==> src/rtl/mem_port_arbiter_pkg.sv <==
// Shared definitions for the unified-memory port arbiter.
// Holds the funct3-style width codes, the sign and direction bits, the latched
// access descriptor and the base byte-enable helper.
package mem_port_arbiter_pkg;

  // Access size field, dm_width_in[1:0]
  localparam logic [1:0] MEM_WIDTH_BYTE  = 2'b00;
  localparam logic [1:0] MEM_WIDTH_HALF  = 2'b01;
  localparam logic [1:0] MEM_WIDTH_WORD  = 2'b10;
  localparam logic [1:0] MEM_WIDTH_DWORD = 2'b11;

  // Extension bit, dm_width_in[2]
  localparam logic MEM_SIGN   = 1'b0;
  localparam logic MEM_UNSIGN = 1'b1;

  // Access direction
  localparam logic MEM_LOAD  = 1'b0;
  localparam logic MEM_STORE = 1'b1;

  // A fetch is handled as an unsigned word load, so the same lane logic picks
  // the correct half of the doubleword.
  localparam logic [2:0] MEM_WIDTH_FETCH = {MEM_UNSIGN, MEM_WIDTH_WORD};

  // Descriptor of the access currently owning the memory port
  typedef struct packed {
    logic       fetch;
    logic       we;
    logic [2:0] width;
  } acc_ctl_t;

  // Byte enables of an access at lane 0
  function automatic logic [7:0] mem_be_base(input logic [1:0] size);
    logic [7:0] be;
    case (size)
      MEM_WIDTH_BYTE: be = 8'h01;
      MEM_WIDTH_HALF: be = 8'h03;
      MEM_WIDTH_WORD: be = 8'h0F;
      default:        be = 8'hFF;
    endcase
    return be;
  endfunction

endpackage

==> src/rtl/mem_port_arbiter_if.sv <==
// Bundle of the fetch, load/store and memory-side signals of the arbiter.
// slave  : the arbiter's view (requests and memory responses in, grants,
//          completions and memory requests out).
// master : the surrounding pipeline + memory model's view.
interface mem_port_arbiter_if #(
  parameter int unsigned XLEN   = 64,
  parameter int unsigned ADDR_W = 64
);

  // Instruction fetch path
  logic              if_req_in;
  logic [ADDR_W-1:0] if_addr_in;
  logic              if_gnt_out;
  logic              if_done_out;
  logic [31:0]       if_rdata_out;
  logic              if_err_out;

  // Load/store path
  logic              dm_req_in;
  logic              dm_we_in;
  logic [ADDR_W-1:0] dm_addr_in;
  logic [2:0]        dm_width_in;
  logic [XLEN-1:0]   dm_wdata_in;
  logic              dm_gnt_out;
  logic              dm_done_out;
  logic [XLEN-1:0]   dm_rdata_out;
  logic              dm_err_out;

  // Memory side
  logic              mem_req_out;
  logic              mem_we_out;
  logic [ADDR_W-1:0] mem_addr_out;
  logic [7:0]        mem_be_out;
  logic [XLEN-1:0]   mem_wdata_out;
  logic              mem_ready_in;
  logic [XLEN-1:0]   mem_rdata_in;

  modport slave (
    input  if_req_in, if_addr_in,
    output if_gnt_out, if_done_out, if_rdata_out, if_err_out,
    input  dm_req_in, dm_we_in, dm_addr_in, dm_width_in, dm_wdata_in,
    output dm_gnt_out, dm_done_out, dm_rdata_out, dm_err_out,
    output mem_req_out, mem_we_out, mem_addr_out, mem_be_out, mem_wdata_out,
    input  mem_ready_in, mem_rdata_in
  );

  modport master (
    output if_req_in, if_addr_in,
    input  if_gnt_out, if_done_out, if_rdata_out, if_err_out,
    output dm_req_in, dm_we_in, dm_addr_in, dm_width_in, dm_wdata_in,
    input  dm_gnt_out, dm_done_out, dm_rdata_out, dm_err_out,
    input  mem_req_out, mem_we_out, mem_addr_out, mem_be_out, mem_wdata_out,
    output mem_ready_in, mem_rdata_in
  );

endinterface

==> src/rtl/mem_lane_align.sv <==
// Combinational byte-lane steering for one access on an 8-byte memory word.
// Ports:
//   addr_lo    : byte offset within the doubleword
//   width      : funct3 size/extension code
//   is_fetch   : fetch access (all lanes enabled)
//   wdata      : LSB-justified store data
//   rdata      : aligned doubleword from memory
//   be_c       : byte enables
//   wdata_c    : store data shifted onto its lanes
//   rdata_c    : extracted, sign/zero-extended load result
//   misalign_c : access crosses its natural alignment or has an invalid width
module mem_lane_align
  import mem_port_arbiter_pkg::*;
#(
  parameter int unsigned XLEN = 64
) (
  input  logic [2:0]      addr_lo,
  input  logic [2:0]      width,
  input  logic            is_fetch,
  input  logic [XLEN-1:0] wdata,
  input  logic [XLEN-1:0] rdata,
  output logic [7:0]      be_c,
  output logic [XLEN-1:0] wdata_c,
  output logic [XLEN-1:0] rdata_c,
  output logic            misalign_c
);

  logic [5:0]      shamt;
  logic [XLEN-1:0] rshift;
  logic            sext;

  assign shamt   = {addr_lo, 3'b000};
  assign rshift  = rdata >> shamt;
  assign wdata_c = wdata << shamt;
  assign sext    = (width[2] == MEM_SIGN);

  // Byte enables; fetches always read the whole doubleword
  always_comb begin
    be_c = 8'hFF;
    if (!is_fetch) begin
      be_c = mem_be_base(width[1:0]) << addr_lo;
    end
  end

  // Load extraction/extension and alignment check
  always_comb begin
    rdata_c    = '0;
    misalign_c = 1'b0;
    case (width[1:0])
      MEM_WIDTH_BYTE: begin
        rdata_c = {{(XLEN-8){sext & rshift[7]}}, rshift[7:0]};
      end
      MEM_WIDTH_HALF: begin
        rdata_c    = {{(XLEN-16){sext & rshift[15]}}, rshift[15:0]};
        misalign_c = addr_lo[0];
      end
      MEM_WIDTH_WORD: begin
        rdata_c    = {{(XLEN-32){sext & rshift[31]}}, rshift[31:0]};
        misalign_c = |addr_lo[1:0];
      end
      default: begin
        // An unsigned doubleword has no meaning and is rejected
        rdata_c    = rshift;
        misalign_c = (|addr_lo) || (width[2] == MEM_UNSIGN);
      end
    endcase
  end

endmodule

==> src/rtl/mem_port_arbiter.sv <==
// Arbitrates the single memory port between instruction fetch and load/store.
// Data wins over fetch unless fetch has been passed over STARVE_LIMIT times in
// a row; one access is outstanding at a time. Misaligned accesses never reach
// memory and complete one cycle after their grant with an error.
// Ports:
//   clk_in, rst_n_in : clock (rising edge), async active-low reset
//   bus              : fetch, load/store and memory signals (slave modport)
module mem_port_arbiter
  import mem_port_arbiter_pkg::*;
#(
  parameter int unsigned XLEN         = 64,
  parameter int unsigned ADDR_W       = 64,
  parameter int unsigned STARVE_LIMIT = 4
) (
  input logic                clk_in,
  input logic                rst_n_in,
  mem_port_arbiter_if.slave  bus
);

  localparam logic [1:0] ST_IDLE  = 2'd0;
  localparam logic [1:0] ST_FETCH = 2'd1;
  localparam logic [1:0] ST_DATA  = 2'd2;
  localparam logic [1:0] ST_ERR   = 2'd3;

  localparam int unsigned      CNT_W      = 4;
  localparam logic [CNT_W-1:0] STARVE_MAX = CNT_W'(STARVE_LIMIT);

  logic [1:0]       state_q,  state_d;
  logic [CNT_W-1:0] starve_q, starve_d;
  acc_ctl_t         ctl_q,    ctl_d;
  logic [2:0]       alo_q,    alo_d;

  logic              if_gnt_q,   if_gnt_d;
  logic              if_done_q,  if_done_d;
  logic              if_err_q,   if_err_d;
  logic [31:0]       if_rdata_q, if_rdata_d;
  logic              dm_gnt_q,   dm_gnt_d;
  logic              dm_done_q,  dm_done_d;
  logic              dm_err_q,   dm_err_d;
  logic [XLEN-1:0]   dm_rdata_q, dm_rdata_d;
  logic              mem_req_q,  mem_req_d;
  logic              mem_we_q,   mem_we_d;
  logic [ADDR_W-1:0] mem_addr_q, mem_addr_d;
  logic [7:0]        mem_be_q,   mem_be_d;
  logic [XLEN-1:0]   mem_wdata_q, mem_wdata_d;

  logic              pick_fetch_c;
  logic [ADDR_W-1:0] pick_addr_c;
  logic [2:0]        lane_alo;
  logic [2:0]        lane_width;
  logic              lane_fetch;
  logic [7:0]        lane_be;
  logic [XLEN-1:0]   lane_wdata;
  logic [XLEN-1:0]   lane_rdata;
  logic              lane_misalign;

  // Winner selection: fetch only when data is absent or fetch is starved
  assign pick_fetch_c = bus.if_req_in && (!bus.dm_req_in || (starve_q == STARVE_MAX));
  assign pick_addr_c  = pick_fetch_c ? bus.if_addr_in : bus.dm_addr_in;

  // One lane aligner: it steers the incoming request while idle and the
  // latched access's read data while the access is in flight.
  always_comb begin
    lane_alo   = alo_q;
    lane_width = ctl_q.width;
    lane_fetch = ctl_q.fetch;
    if (state_q == ST_IDLE) begin
      lane_alo   = pick_addr_c[2:0];
      lane_width = pick_fetch_c ? MEM_WIDTH_FETCH : bus.dm_width_in;
      lane_fetch = pick_fetch_c;
    end
  end

  mem_lane_align #(
    .XLEN (XLEN)
  ) u_lane (
    .addr_lo    (lane_alo),
    .width      (lane_width),
    .is_fetch   (lane_fetch),
    .wdata      (bus.dm_wdata_in),
    .rdata      (bus.mem_rdata_in),
    .be_c       (lane_be),
    .wdata_c    (lane_wdata),
    .rdata_c    (lane_rdata),
    .misalign_c (lane_misalign)
  );

  // Next state and next registered outputs
  always_comb begin
    state_d     = state_q;
    starve_d    = starve_q;
    ctl_d       = ctl_q;
    alo_d       = alo_q;
    if_gnt_d    = 1'b0;
    if_done_d   = 1'b0;
    if_err_d    = 1'b0;
    if_rdata_d  = '0;
    dm_gnt_d    = 1'b0;
    dm_done_d   = 1'b0;
    dm_err_d    = 1'b0;
    dm_rdata_d  = '0;
    mem_req_d   = 1'b0;
    mem_we_d    = 1'b0;
    mem_addr_d  = '0;
    mem_be_d    = '0;
    mem_wdata_d = '0;

    case (state_q)
      ST_IDLE: begin
        if (!bus.if_req_in) begin
          starve_d = '0;
        end
        if (bus.if_req_in || bus.dm_req_in) begin
          ctl_d.fetch = pick_fetch_c;
          ctl_d.we    = pick_fetch_c ? MEM_LOAD : bus.dm_we_in;
          ctl_d.width = lane_width;
          alo_d       = lane_alo;
          if (pick_fetch_c) begin
            if_gnt_d = 1'b1;
            starve_d = '0;
          end else begin
            dm_gnt_d = 1'b1;
            if (bus.if_req_in && (starve_q != '1)) begin
              starve_d = starve_q + CNT_W'(1);
            end
          end
          if (lane_misalign) begin
            state_d = ST_ERR;
          end else begin
            state_d     = pick_fetch_c ? ST_FETCH : ST_DATA;
            mem_req_d   = 1'b1;
            mem_we_d    = ctl_d.we;
            mem_addr_d  = {pick_addr_c[ADDR_W-1:3], 3'b000};
            mem_be_d    = lane_be;
            mem_wdata_d = (ctl_d.we == MEM_STORE) ? lane_wdata : '0;
          end
        end
      end

      ST_FETCH, ST_DATA: begin
        if (bus.mem_ready_in) begin
          state_d = ST_IDLE;
          if (state_q == ST_FETCH) begin
            if_done_d  = 1'b1;
            if_rdata_d = lane_rdata[31:0];
          end else begin
            dm_done_d  = 1'b1;
            dm_rdata_d = (ctl_q.we == MEM_STORE) ? '0 : lane_rdata;
          end
        end else begin
          // Memory request stays stable until the ready cycle
          mem_req_d   = mem_req_q;
          mem_we_d    = mem_we_q;
          mem_addr_d  = mem_addr_q;
          mem_be_d    = mem_be_q;
          mem_wdata_d = mem_wdata_q;
        end
      end

      ST_ERR: begin
        state_d = ST_IDLE;
        if (ctl_q.fetch) begin
          if_done_d = 1'b1;
          if_err_d  = 1'b1;
        end else begin
          dm_done_d = 1'b1;
          dm_err_d  = 1'b1;
        end
      end

      default: begin
        state_d = ST_IDLE;
      end
    endcase
  end

  // State, access context and output registers
  always_ff @(posedge clk_in or negedge rst_n_in) begin
    if (!rst_n_in) begin
      state_q     <= ST_IDLE;
      starve_q    <= '0;
      ctl_q       <= '0;
      alo_q       <= '0;
      if_gnt_q    <= 1'b0;
      if_done_q   <= 1'b0;
      if_err_q    <= 1'b0;
      if_rdata_q  <= '0;
      dm_gnt_q    <= 1'b0;
      dm_done_q   <= 1'b0;
      dm_err_q    <= 1'b0;
      dm_rdata_q  <= '0;
      mem_req_q   <= 1'b0;
      mem_we_q    <= 1'b0;
      mem_addr_q  <= '0;
      mem_be_q    <= '0;
      mem_wdata_q <= '0;
    end else begin
      state_q     <= state_d;
      starve_q    <= starve_d;
      ctl_q       <= ctl_d;
      alo_q       <= alo_d;
      if_gnt_q    <= if_gnt_d;
      if_done_q   <= if_done_d;
      if_err_q    <= if_err_d;
      if_rdata_q  <= if_rdata_d;
      dm_gnt_q    <= dm_gnt_d;
      dm_done_q   <= dm_done_d;
      dm_err_q    <= dm_err_d;
      dm_rdata_q  <= dm_rdata_d;
      mem_req_q   <= mem_req_d;
      mem_we_q    <= mem_we_d;
      mem_addr_q  <= mem_addr_d;
      mem_be_q    <= mem_be_d;
      mem_wdata_q <= mem_wdata_d;
    end
  end

  assign bus.if_gnt_out    = if_gnt_q;
  assign bus.if_done_out   = if_done_q;
  assign bus.if_err_out    = if_err_q;
  assign bus.if_rdata_out  = if_rdata_q;
  assign bus.dm_gnt_out    = dm_gnt_q;
  assign bus.dm_done_out   = dm_done_q;
  assign bus.dm_err_out    = dm_err_q;
  assign bus.dm_rdata_out  = dm_rdata_q;
  assign bus.mem_req_out   = mem_req_q;
  assign bus.mem_we_out    = mem_we_q;
  assign bus.mem_addr_out  = mem_addr_q;
  assign bus.mem_be_out    = mem_be_q;
  assign bus.mem_wdata_out = mem_wdata_q;

endmodule

==> src/flat_wrapper.sv <==
// flat-port wrapper written by rule: the top's interface ports become plain ports
module mem_port_arbiter_flat import mem_port_arbiter_pkg::*;
#(
  parameter int unsigned XLEN         = 64,
  parameter int unsigned ADDR_W       = 64,
  parameter int unsigned STARVE_LIMIT = 4
)
  (clk_in, rst_n_in, bus_if_req_in, bus_if_addr_in, bus_if_gnt_out, bus_if_done_out, bus_if_rdata_out, bus_if_err_out, bus_dm_req_in, bus_dm_we_in, bus_dm_addr_in, bus_dm_width_in, bus_dm_wdata_in, bus_dm_gnt_out, bus_dm_done_out, bus_dm_rdata_out, bus_dm_err_out, bus_mem_req_out, bus_mem_we_out, bus_mem_addr_out, bus_mem_be_out, bus_mem_wdata_out, bus_mem_ready_in, bus_mem_rdata_in);
  mem_port_arbiter_if #(.XLEN(XLEN), .ADDR_W(ADDR_W)) bus_i ();
  input logic clk_in;
  input logic rst_n_in;
  input wire logic [$bits(bus_i.if_req_in)-1:0] bus_if_req_in;
  input wire logic [$bits(bus_i.if_addr_in)-1:0] bus_if_addr_in;
  output wire logic [$bits(bus_i.if_gnt_out)-1:0] bus_if_gnt_out;
  output wire logic [$bits(bus_i.if_done_out)-1:0] bus_if_done_out;
  output wire logic [$bits(bus_i.if_rdata_out)-1:0] bus_if_rdata_out;
  output wire logic [$bits(bus_i.if_err_out)-1:0] bus_if_err_out;
  input wire logic [$bits(bus_i.dm_req_in)-1:0] bus_dm_req_in;
  input wire logic [$bits(bus_i.dm_we_in)-1:0] bus_dm_we_in;
  input wire logic [$bits(bus_i.dm_addr_in)-1:0] bus_dm_addr_in;
  input wire logic [$bits(bus_i.dm_width_in)-1:0] bus_dm_width_in;
  input wire logic [$bits(bus_i.dm_wdata_in)-1:0] bus_dm_wdata_in;
  output wire logic [$bits(bus_i.dm_gnt_out)-1:0] bus_dm_gnt_out;
  output wire logic [$bits(bus_i.dm_done_out)-1:0] bus_dm_done_out;
  output wire logic [$bits(bus_i.dm_rdata_out)-1:0] bus_dm_rdata_out;
  output wire logic [$bits(bus_i.dm_err_out)-1:0] bus_dm_err_out;
  output wire logic [$bits(bus_i.mem_req_out)-1:0] bus_mem_req_out;
  output wire logic [$bits(bus_i.mem_we_out)-1:0] bus_mem_we_out;
  output wire logic [$bits(bus_i.mem_addr_out)-1:0] bus_mem_addr_out;
  output wire logic [$bits(bus_i.mem_be_out)-1:0] bus_mem_be_out;
  output wire logic [$bits(bus_i.mem_wdata_out)-1:0] bus_mem_wdata_out;
  input wire logic [$bits(bus_i.mem_ready_in)-1:0] bus_mem_ready_in;
  input wire logic [$bits(bus_i.mem_rdata_in)-1:0] bus_mem_rdata_in;
  assign bus_i.if_req_in = bus_if_req_in;
  assign bus_i.if_addr_in = bus_if_addr_in;
  assign bus_if_gnt_out = bus_i.if_gnt_out;
  assign bus_if_done_out = bus_i.if_done_out;
  assign bus_if_rdata_out = bus_i.if_rdata_out;
  assign bus_if_err_out = bus_i.if_err_out;
  assign bus_i.dm_req_in = bus_dm_req_in;
  assign bus_i.dm_we_in = bus_dm_we_in;
  assign bus_i.dm_addr_in = bus_dm_addr_in;
  assign bus_i.dm_width_in = bus_dm_width_in;
  assign bus_i.dm_wdata_in = bus_dm_wdata_in;
  assign bus_dm_gnt_out = bus_i.dm_gnt_out;
  assign bus_dm_done_out = bus_i.dm_done_out;
  assign bus_dm_rdata_out = bus_i.dm_rdata_out;
  assign bus_dm_err_out = bus_i.dm_err_out;
  assign bus_mem_req_out = bus_i.mem_req_out;
  assign bus_mem_we_out = bus_i.mem_we_out;
  assign bus_mem_addr_out = bus_i.mem_addr_out;
  assign bus_mem_be_out = bus_i.mem_be_out;
  assign bus_mem_wdata_out = bus_i.mem_wdata_out;
  assign bus_i.mem_ready_in = bus_mem_ready_in;
  assign bus_i.mem_rdata_in = bus_mem_rdata_in;
  mem_port_arbiter #(.XLEN(XLEN), .ADDR_W(ADDR_W), .STARVE_LIMIT(STARVE_LIMIT)) u_core (.clk_in(clk_in), .rst_n_in(rst_n_in), .bus(bus_i));
endmodule
==> config.mk <==
export PLATFORM = sky130hd
export DESIGN_NAME = mem_port_arbiter_flat
export DESIGN_NICKNAME = d
export VERILOG_FILES = /design/src/rtl/mem_port_arbiter_pkg.sv /design/src/rtl/mem_port_arbiter_if.sv /design/src/rtl/mem_lane_align.sv /design/src/rtl/mem_port_arbiter.sv /design/src/flat_wrapper.sv
export SDC_FILE = /design/constraint.sdc
export NUM_CORES = 1
export LEC_CHECK = 0
export ABC_AREA = 0
export CAP_MARGIN = 0
export CELL_PAD_IN_SITES_DETAIL_PLACEMENT = 0
export CELL_PAD_IN_SITES_GLOBAL_PLACEMENT = 2
export CORE_AREA = 2 2 196 198
export CTS_CLUSTER_SIZE = 20
export DETAILED_ROUTE_END_ITERATION = 6
export DIE_AREA = 0 0 198 200
export DONT_BUFFER_PORTS = 1
export MAX_ROUTING_LAYER = met4
export PLACE_DENSITY_LB_ADDON = 0.12
export SETUP_SLACK_MARGIN = 0.02
export SYNTH_ARGS = -nofsm -noshare
export SYNTH_HDL_FRONTEND = slang
export SYNTH_SLANG_ARGS = --single-unit
export TNS_END_PERCENT = 5
==> constraint.sdc <==
create_clock -name clk_in -period 3.75 [get_ports clk_in]
set_input_delay 0.9375 -clock clk_in [delete_from_list [all_inputs] [get_ports clk_in]]
set_output_delay 0.9375 -clock clk_in [all_outputs]
set_load 0.005 [all_outputs]
## Word-level counts from Yosys, hierarchy flattened

Cells that the tools add are included.

| storage, ports and cells | value |
|---|---|
| bits in registers | 254 |
| latch bits | 0 |
| memory bits (writable) | 0 |
| ROM bits | 0 |
| bits of input ports | 265 |
| output and inout port bits | 240 |
| word-level logic and storage cells | 111 |
| memories kept | 0 |

| cells by class | value |
|---|---|
| add/subtract/negate cells | 1 |
| multiply operators | 0 |
| divide/modulo/power cells | 0 |
| magnitude comparators | 0 |
| equal/unequal tests | 9 |
| shifts and indexed selects | 3 |
| muxes and demuxes | 62 |
| bitwise gates (word level) | 4 |
| reduce and logical (&&, ||, !) cells | 13 |

Operators by type and width:

| operator | count |
|---|---|
| $mux 64 | 11 |
| $pmux 64 s2 | 2 |
| $pmux 64 s3 | 1 |
| $mux 32 | 3 |
| $shl 64x6->64 | 1 |
| $shr 64x6->64 | 1 |
| $mux 8 | 5 |
| $pmux 8 s3 | 1 |
| $mux 1 | 21 |
| $mux 4 | 4 |
| $pmux 8 s2 | 1 |
| $mux 3 | 3 |
| $mux 2 | 4 |
| $pmux 1 s2 | 4 |
| $shl 8x3->8 | 1 |
| $eq 2x2->1 const B | 3 |
| $pmux 2 s3 | 1 |
| $add 4x1->4 const B | 1 |
| $eq 2x1->1 const B | 2 |
| $eq 4x3->1 const B | 1 |
| $logic_not 2->1 | 2 |
| $ne 2x2->1 const B | 2 |
| $ne 4x4->1 const B | 1 |
| $reduce_and 2->1 | 2 |
| other kinds (8) | 14 |

## Logic depth before layout (Yosys ltp)

Gate-level depths: netlist of the first run.

| depth | value |
|---|---|
| word-level depth | 13 |
| gate-level depth with buffers | 14 |
| gate-level depth less buffers | 9 |

## Hierarchy

From an unflattened synthesis of the first run, not the netlist that was laid out.

| unflattened totals | value |
|---|---|
| cell total of the unflattened synthesis | 1518 |
| area total of the unflattened synthesis | 14974.4 sq um |

By module, submodules not included:

| module | instances | cells each | area each (sq um) |
|---|---|---|---|
| mem_port_arbiter | 1 | 928 | 10822.9 |
| mem_lane_align | 1 | 590 | 4151.5 |

## Worst setup path after synthesis of the first run

No wires, ideal clock.

| path | value |
|---|---|
| path type | input-to-reg |
| from | input port bus_dm_req_in |
| to | register u_core.if_rdata_q[21] (netlist: u_core.bus.if_rdata_out[21]) |
| library setup time | 0.141 ns |
| arrival time | 2.965 ns |
| data required time | 3.609 ns |
| slack | 0.644 ns |
| stages on the path | 11 |
| path buffers | 5 |
| path through | nand2b_1 buf_2 and3_1 nor2_1 buf_2 buf_2 buf_2 buf_1 nand3_1 a31oi_1 o22ai_1 |

| on the way | value |
|---|---|
| cells in the longest elaborated chain, start to end | 11 |

RTL lines:

| element | RTL line | RTL |
|---|---|---|
| start: declaration | flat_wrapper.sv:18 | `input wire logic [$bits(bus_i.dm_req_in)-1:0] bus_dm_req_in;` |
| $logic_not 1->1 * | mem_port_arbiter.sv:58 | `assign pick_fetch_c = bus.if_req_in && (!bus.dm_req_in \|\| (starve_q == STARVE_MAX));` |
| $logic_or 1x1->1 * | mem_port_arbiter.sv:58 |  |
| $logic_and 1x1->1 * | mem_port_arbiter.sv:58 |  |
| $mux 64 or $mux 3 (tied branches) | mem_port_arbiter.sv:59, mem_port_arbiter.sv:69 |  |
| $mux 3 | mem_port_arbiter.sv:67 | `if (state_q == ST_IDLE) begin` |
| $shr 64x6->64 or $not 1->1 (tied branches) | mem_lane_align.sv:33, mem_lane_align.sv:35 |  |
| $and 1x1->1, on equally long branches | mem_lane_align.sv:54, mem_lane_align.sv:51 |  |
| $pmux 64 s3 * | mem_lane_align.sv:49 | `case (width[1:0])` |
| $mux 32 * | mem_port_arbiter.sv:143 | `if (state_q == ST_FETCH) begin` |
| $mux 32 * | mem_port_arbiter.sv:141 | `if (bus.mem_ready_in) begin` |
| $mux 32 * | mem_port_arbiter.sv:108 | `case (state_q)` |
| named net u_core.if_rdata_d[21] | mem_port_arbiter.sv:36 | `logic [31:0] if_rdata_q, if_rdata_d;` |
| end signal: assignment | mem_port_arbiter.sv:205 | `if_rdata_q <= if_rdata_d;` |
| end: declaration | mem_port_arbiter.sv:36 |  |

The timed path passes the listed nets; every way through them passes the cells marked *.
A chain may end at the register's enable or synchronous reset.

## Worst setup path after layout of the first run

| path | value |
|---|---|
| from | register u_core.state_q[0] |
| to | register u_core.dm_rdata_q[39] (netlist: u_core.bus.dm_rdata_out[39]) |

| on the way | value |
|---|---|
| cells in the longest elaborated chain, start to end | 9 |

RTL lines:

| element | RTL line | RTL |
|---|---|---|
| start: declaration | mem_port_arbiter.sv:28 | `logic [1:0] state_q, state_d;` |
| start signal: assignment | mem_port_arbiter.sv:198 | `state_q <= state_d;` |
| $logic_not 2->1 | mem_port_arbiter.sv:67 |  |
| $mux 3 | mem_port_arbiter.sv:67 |  |
| $shr 64x6->64 or $not 1->1 (tied branches) | mem_lane_align.sv:33, mem_lane_align.sv:35 |  |
| $and 1x1->1, on equally long branches | mem_lane_align.sv:58, mem_lane_align.sv:51, mem_lane_align.sv:54 |  |
| $pmux 64 s3 | mem_lane_align.sv:49 |  |
| $mux 64 | mem_port_arbiter.sv:148 | `dm_rdata_d = (ctl_q.we == MEM_STORE) ? '0 : lane_rdata;` |
| $mux 64 | mem_port_arbiter.sv:143 |  |
| $mux 64 | mem_port_arbiter.sv:141 |  |
| $mux 64 * | mem_port_arbiter.sv:108 |  |
| named net u_core.dm_rdata_d[39] | mem_port_arbiter.sv:40 | `logic [XLEN-1:0] dm_rdata_q, dm_rdata_d;` |
| end signal: assignment | mem_port_arbiter.sv:209 | `dm_rdata_q <= dm_rdata_d;` |
| end: declaration | mem_port_arbiter.sv:40 |  |

Marked as above.

==> results of run 1 <==
-- where the power goes --
| group | leakage (nW) | internal, mW | total (mW) | switching (mW) |
|---|---|---|---|---|
| logic | 3.14 | 2.22 | 6.31 | 4.09 |
| clock network | 0.486 | 1.77 | 2.95 | 1.19 |
| registers | 3.45 | 3.40 | 3.99 | 0.587 |
| total | 7.07 | 7.39 | 13.3 | 5.86 |
-- per-layer routing --
metal,GRT usage,vias up,part of all wire
met2,0.4061,417,0.48
met1,0.2910,5154,0.39
li1,-,4820,-
met3,0.08552,77,0.097
met5,-,-,0
met4,0.07714,0,0.031
-- flip-flops by register name, summed over array words and instances, names as in the netlist --
signal and count:
u_core.bus.dm_err_out 1, u_core.bus.dm_done_out 1, u_core.ctl_q 5, u_core.bus.if_gnt_out 1
u_core.bus.if_done_out 1, u_core.state_q 2, u_core.bus.dm_rdata_out 64, u_core.bus.if_rdata_out 32
u_core.bus.mem_addr_out 61, u_core.bus.if_err_out 1, u_core.starve_q 4, u_core.bus.mem_be_out 8
u_core.bus.dm_gnt_out 1, u_core.bus.mem_we_out 1, u_core.bus.mem_req_out 1, u_core.alo_q 3
u_core.bus.mem_wdata_out 64
-- layout make-up --
type                    count  area (sq um)  share of cell area
multi-input cells         968          6571              0.4386
inverters                  13         48.80            0.003257
clock inverters            11         143.9            0.009604
flip-flops and latches    251          6281              0.4192
well taps                 511         639.4             0.04268
clock buffers              42         844.6             0.05637
repair buffers             47         452.9             0.03023
-- cell families (layout without fill, tap and decap cells) --
family	Yosys count	count (layout)	share of synthesized area
muxes	212	212	0.1742
buffers and inverters	124	113	0.03977
adders and majority gates	5	5	0.004701
other	1	3	0.0002818
DFF	251	251	0.4720
AOI/OAI and AO/OA	394	394	0.1916
and+or+nand+nor	354	354	0.1174
-- worst reg2reg max path, stage by stage (launching register included) --
cell and delay [ns]:
dfrtp_1 0.42, inv_1 0.07, ha_1 0.23, buf_4 0.21
inv_1 0.18, a221oi_4 0.52, buf_4 0.42, a211o_1 0.19
a31oi_2 0.11, nor2_1 0.60, a2111oi_0 0.17
-- through the flow --
step                      cells  cell area (sq um)
after floorplan            1343              13310
after global placement     1790              13990
after detailed placement   1790              13990
after CTS                  1843              14980
after global routing       1843              14980
final                      1843              14980
-- worst min path at each step --
stage | start | endpoint | cells past startpoint
2_1_floorplan | u_core.ctl_q[0] | u_core.ctl_q[0] | 2
3_3_place_gp | u_core.ctl_q[1] | u_core.ctl_q[1] | 2
3_5_place_dp | u_core.ctl_q[0] | u_core.ctl_q[0] | 2
4_1_cts | rst_n_in | u_core.bus.dm_rdata_out[40] | 0
5_1_grt | rst_n_in | u_core.bus.dm_rdata_out[40] | 0
6_report | rst_n_in | u_core.bus.dm_rdata_out[45] | 0
-- layout by cell type (no fill, tap or decap), types with 26 or more instances in the layout --
master     instances
clkbuf_16         29
buf_4             39
a21oi_1           51
nor2_1            39
and2_1            28
mux2i_1          190
o21ai_0          140
nand2_1          214
a22o_1            26
o22ai_1           33
dfrtp_1          251
==> results.toml, run 1 <==
[drt]
drtIter0Drc = 661
viasPerCell = 5.680
wl_per_cell_um = 26.50
drc = 0
ant_nets = 0
wl_um = 48830
via_count = 10470
drtPass1Iterations = 5

[pwr]
peakVddDrop_mv = 0.4536
finalPower_mw = 13.25
leakagePower_nw = 7.074
powerDensity_nw_per_um2 = 884.6

[global_route]
track_usage = 0.2493
grt.overflow.total = 0
antenna_found_initial = 0
grt_first_pass_wirelength_um = 72110
grt_max_degree = 252
grt_pass1_vias = 10800

[worst_setup_path]
rr_endpoint = "u_core.bus.dm_rdata_out[39]"
reg2reg_slack_ns = 0.47
slowest_stage = "nor2_1"
cp_data_required_time_ns = 4.16
cp-end-kind = "flip-flop"
path_buf_inv = 4
path_depth = 10
crit_family = "compound AO/OA/AOI/OAI gates"
worstPathArrival_ns = 3.70
r2r-start = "u_core.state_q[0]"
path_cells = "inv_1 -> ha_1 -> buf_4 -> inv_1 -> a221oi_4 -> buf_4 -> a211o_1 -> a31oi_2 -> nor2_1 -> a2111oi_0"
slowest_delay_ns = 0.60
cp-start-kind = "flip-flop"
path_max_fanout = 26
crit_path_start = "u_core.state_q[0]"
rr_worst_depth = 10
critPathKind = "reg2reg"
critPathCapture = "u_core.bus.dm_rdata_out[39]"

[placement]
dp.final_hpwl_um = 35240
gp_congestion = 0.8774
portBuffers = 0
pre_cts_ws_ns = 0.3211

[clocking]
clk_latency_ns = 0.57
ctsHtreeMaxLevel = 1
clk_pin_slew_worst_paths_ns = 0.07
cts_setup_buffers = 0
postCtsHoldBufs = 0
clock_sinks = 251
cts_max_path_buffers = 3
cts_buffers = 29
root_buffer = "clkbuf_16"
cts_resized = 0
cts_tree = "yes"

[timing]
hold_slack_ns = 0.06856
setup_viol_count_final = 0
finClkSkew_ns = 0.01638
relSlewSlack = 0.3145
max_freq_mhz = 304.6
rsz0062_at_grt = "false"
hold_violations = 0
setup_tns_ns = 0
fin_crit_sh = 0.8754
fin_ws_ns = 0.4672
slew_viol_final = 0
worst_slew_pin_slew_ns = 1.028
min_period_ns = 3.283

[synth]
yosys-top-cells-count = "dfrtp_1 (251), nand2_1 (215), mux2i_1 (190)"
ys_seq_area_frac = 0.4720
synthesis.area_sq_um = 13310
yosysWarnings = 0
ys_types = 63
synth-seq-cells = 251
synth_area_leaders = "dfrtp_1 (47%), mux2i_1 (14%), nand2_1 (6.1%)"
synth_edf_count = 0
syn_inst = 1341
synth_area_per_cell_sq_um = 9.923
async_flop_share = 1.000
synth_largest_area_cell = "dfrtp_1"
synth_flop_cell = "dfrtp_1"
yosysTopAreaCellShare = 0.4720
synth_most_common_cell = "dfrtp_1"

[final_layout]
nets = 1580
utilization = 0.4006
antennaDiodeCount = 0
n_fill_cell = 3712
syn_to_final_growth_pct = 12.59
layout-drive-gt1-share = 0.1066

[die]
std_cell_rows = 71
die_x_um = 198
chipHeight_um = 200
boundaryPins = 505
die-area_sq_um = 39600
fp.coreArea_sq_um = 37400
start_util = 0.3558

[worst_hold_path]
min_path_type = "in2async"

[status]
status = "finished clean"

[run]
maxCapViolations = 0
No activity file was read; power rests on OpenSTA's default activity.
==> run 2, diff against run 1 <==
--- a/config.mk
+++ b/config.mk
@@ -9,10 +9,9 @@
 export CAP_MARGIN = 0
 export CELL_PAD_IN_SITES_DETAIL_PLACEMENT = 0
 export CELL_PAD_IN_SITES_GLOBAL_PLACEMENT = 2
-export CORE_AREA = 2 2 196 198
+export CORE_UTILIZATION = 30
 export CTS_CLUSTER_SIZE = 20
 export DETAILED_ROUTE_END_ITERATION = 6
-export DIE_AREA = 0 0 198 200
 export DONT_BUFFER_PORTS = 1
 export MAX_ROUTING_LAYER = met4
 export PLACE_DENSITY_LB_ADDON = 0.12
==> constraint.sdc (replaced) <==
create_clock -name clk_in -period 4.1 [get_ports clk_in]
set_input_delay 1.025 -clock clk_in [delete_from_list [all_inputs] [get_ports clk_in]]
set_output_delay 1.025 -clock clk_in [all_outputs]
set_load 0.005 [all_outputs]
==> results.toml, run 2 (synthesized netlist as in run 1, its figures left out) <==
[timing]
rsz0062_at_grt = "false"
hold_violations = 0
worst_slew_pin_slew_ns = 1.133
relSlewSlack = 0.2420
fin_ws_ns = 0.4067
hold_slack_ns = 0.1429
setup_viol_count_final = 0
slew_viol_final = 0
finClkSkew_ns = 0.01577
min_period_ns = 3.693
max_freq_mhz = 270.8
fin_crit_sh = 0.9008
setup_tns_ns = 0

[drt]
wl_per_cell_um = 26.88
wl_um = 51510
ant_nets = 0
drc = 0
via_count = 10460
drtIter0Drc = 686
drtPass1Iterations = 5
viasPerCell = 5.459

[worst_setup_path]
worstPathArrival_ns = 4.11
cp-start-kind = "flip-flop"
r2r-start = "u_core.state_q[1]"
path_max_fanout = 62
critPathCapture = "u_core.bus.if_rdata_out[25]"
cp-end-kind = "flip-flop"
rr_endpoint = "u_core.bus.if_rdata_out[25]"
crit_path_start = "u_core.state_q[1]"
rr_worst_depth = 9
cp_data_required_time_ns = 4.51
reg2reg_slack_ns = 0.41
critPathKind = "reg2reg"

[pwr]
leakagePower_nw = 7.023
peakVddDrop_mv = 0.3612
powerDensity_nw_per_um2 = 807.5

[clocking]
cts_setup_buffers = 0
cts_resized = 0
clk_pin_slew_worst_paths_ns = 0.06
cts_buffers = 31
cts_tree = "yes"
postCtsHoldBufs = 0
clock_sinks = 251
ctsHtreeMaxLevel = 1
root_buffer = "clkbuf_16"
cts_max_path_buffers = 3
clk_latency_ns = 0.58

[placement]
place_area_sq_um = 14010
dp.final_hpwl_um = 36900
pre_cts_ws_ns = 0.2298
gp_congestion = 0.8434
portBuffers = 0

[worst_hold_path]
min_path_type = "in2async"

[final_layout]
layout_common_cells = "dfrtp_1 (251), nand2_1 (214), mux2i_1 (190)"
nets = 1579
syn_to_final_growth_pct = 12.60
layout-drive-gt1-share = 0.1039
final_common_cell = "dfrtp_1"
final_cell_area_sq_um = 14980
n_fill_cell = 4562

[die]
die_x_um = 212.6
die-area_sq_um = 45200
fp.coreArea_sq_um = 43460
boundaryPins = 505
std_cell_rows = 76
chipHeight_um = 212.6
start_util = 0.3062

[run]
maxCapViolations = 0

[status]
status = "finished clean"

[global_route]
grt_max_degree = 252
antenna_found_initial = 2
track_usage = 0.2288
grt.overflow.total = 0
grt_pass1_vias = 10600
grt_first_pass_wirelength_um = 74370
-- run 2: power by group --
group	switching, mW	internal [mW]	total [mW]	leakage, nW
registers	0.553	3.11	3.66	3.45
logic	3.81	1.97	5.78	3.11
clock network	1.11	1.54	2.65	0.467
total	5.47	6.63	12.1	7.02
-- run 2: how the worst min path moves through the flow --
stage	end	depth (start not counted)	startpoint
finish	u_core.bus.dm_rdata_out[25]	0	rst_n_in
global route	u_core.bus.dm_rdata_out[25]	0	rst_n_in
CTS	u_core.bus.dm_rdata_out[44]	0	rst_n_in
detailed placement	u_core.ctl_q[0]	2	u_core.ctl_q[0]
global placement	u_core.ctl_q[1]	2	u_core.ctl_q[1]
floorplan	u_core.ctl_q[0]	2	u_core.ctl_q[0]
-- run 2: metal layers --
metal  share of wire  track usage  vias to the layer above
li1                -            -                     4821
met1            0.41       0.2813                     5186
met2            0.47       0.3591                      382
met3           0.085      0.06854                       70
met4           0.031      0.07194                        0
met5               0            -                        -
-- run 2: final cells by class --
type	instances	area [sq um]	area share
Multi-Input combinational cell	968	6571	0.4386
Clock inverter	9	81.33	0.005428
Sequential cell	251	6281	0.4192
Inverter	13	48.80	0.003257
Tap cell	585	732.0	0.04885
Antenna cell	3	7.507	0.0005010
Clock buffer	43	880.8	0.05879
Timing Repair Buffer	44	380.4	0.02539
-- run 2: worst max-delay path: stages, from the launching register on --
cell       delay [ns]
dfrtp_1          0.40
inv_1            0.08
ha_1             0.55
inv_1            0.33
a221oi_4         0.68
buf_12           0.39
a211oi_1         0.18
a2111oi_4        0.41
buf_12           0.31
o22ai_1          0.15
-- run 2: through the flow --
| step | total power, mW | utilization | std cells |
|---|---|---|---|
| CTS | 12.28 | 0.3446 | 1913 |
| floorplan | 7.484 | - | 1343 |
| detailed placement | 9.571 | 0.3225 | 1861 |
| finish | 12.10 | 0.3448 | 1916 |
| global route | 12.91 | 0.3447 | 1915 |
| global placement | 9.549 | 0.3225 | 1861 |
==> run 3, diff against run 2 <==
--- a/config.mk
+++ b/config.mk
@@ -10,7 +10,7 @@
 export CELL_PAD_IN_SITES_DETAIL_PLACEMENT = 0
 export CELL_PAD_IN_SITES_GLOBAL_PLACEMENT = 2
 export CORE_UTILIZATION = 30
-export CTS_CLUSTER_SIZE = 20
+export CTS_CLUSTER_SIZE = 12
 export DETAILED_ROUTE_END_ITERATION = 6
 export DONT_BUFFER_PORTS = 1
 export MAX_ROUTING_LAYER = met4
==> results of run 3 <==
The final DEF is identical to that of run 2; final timing and power are the same.
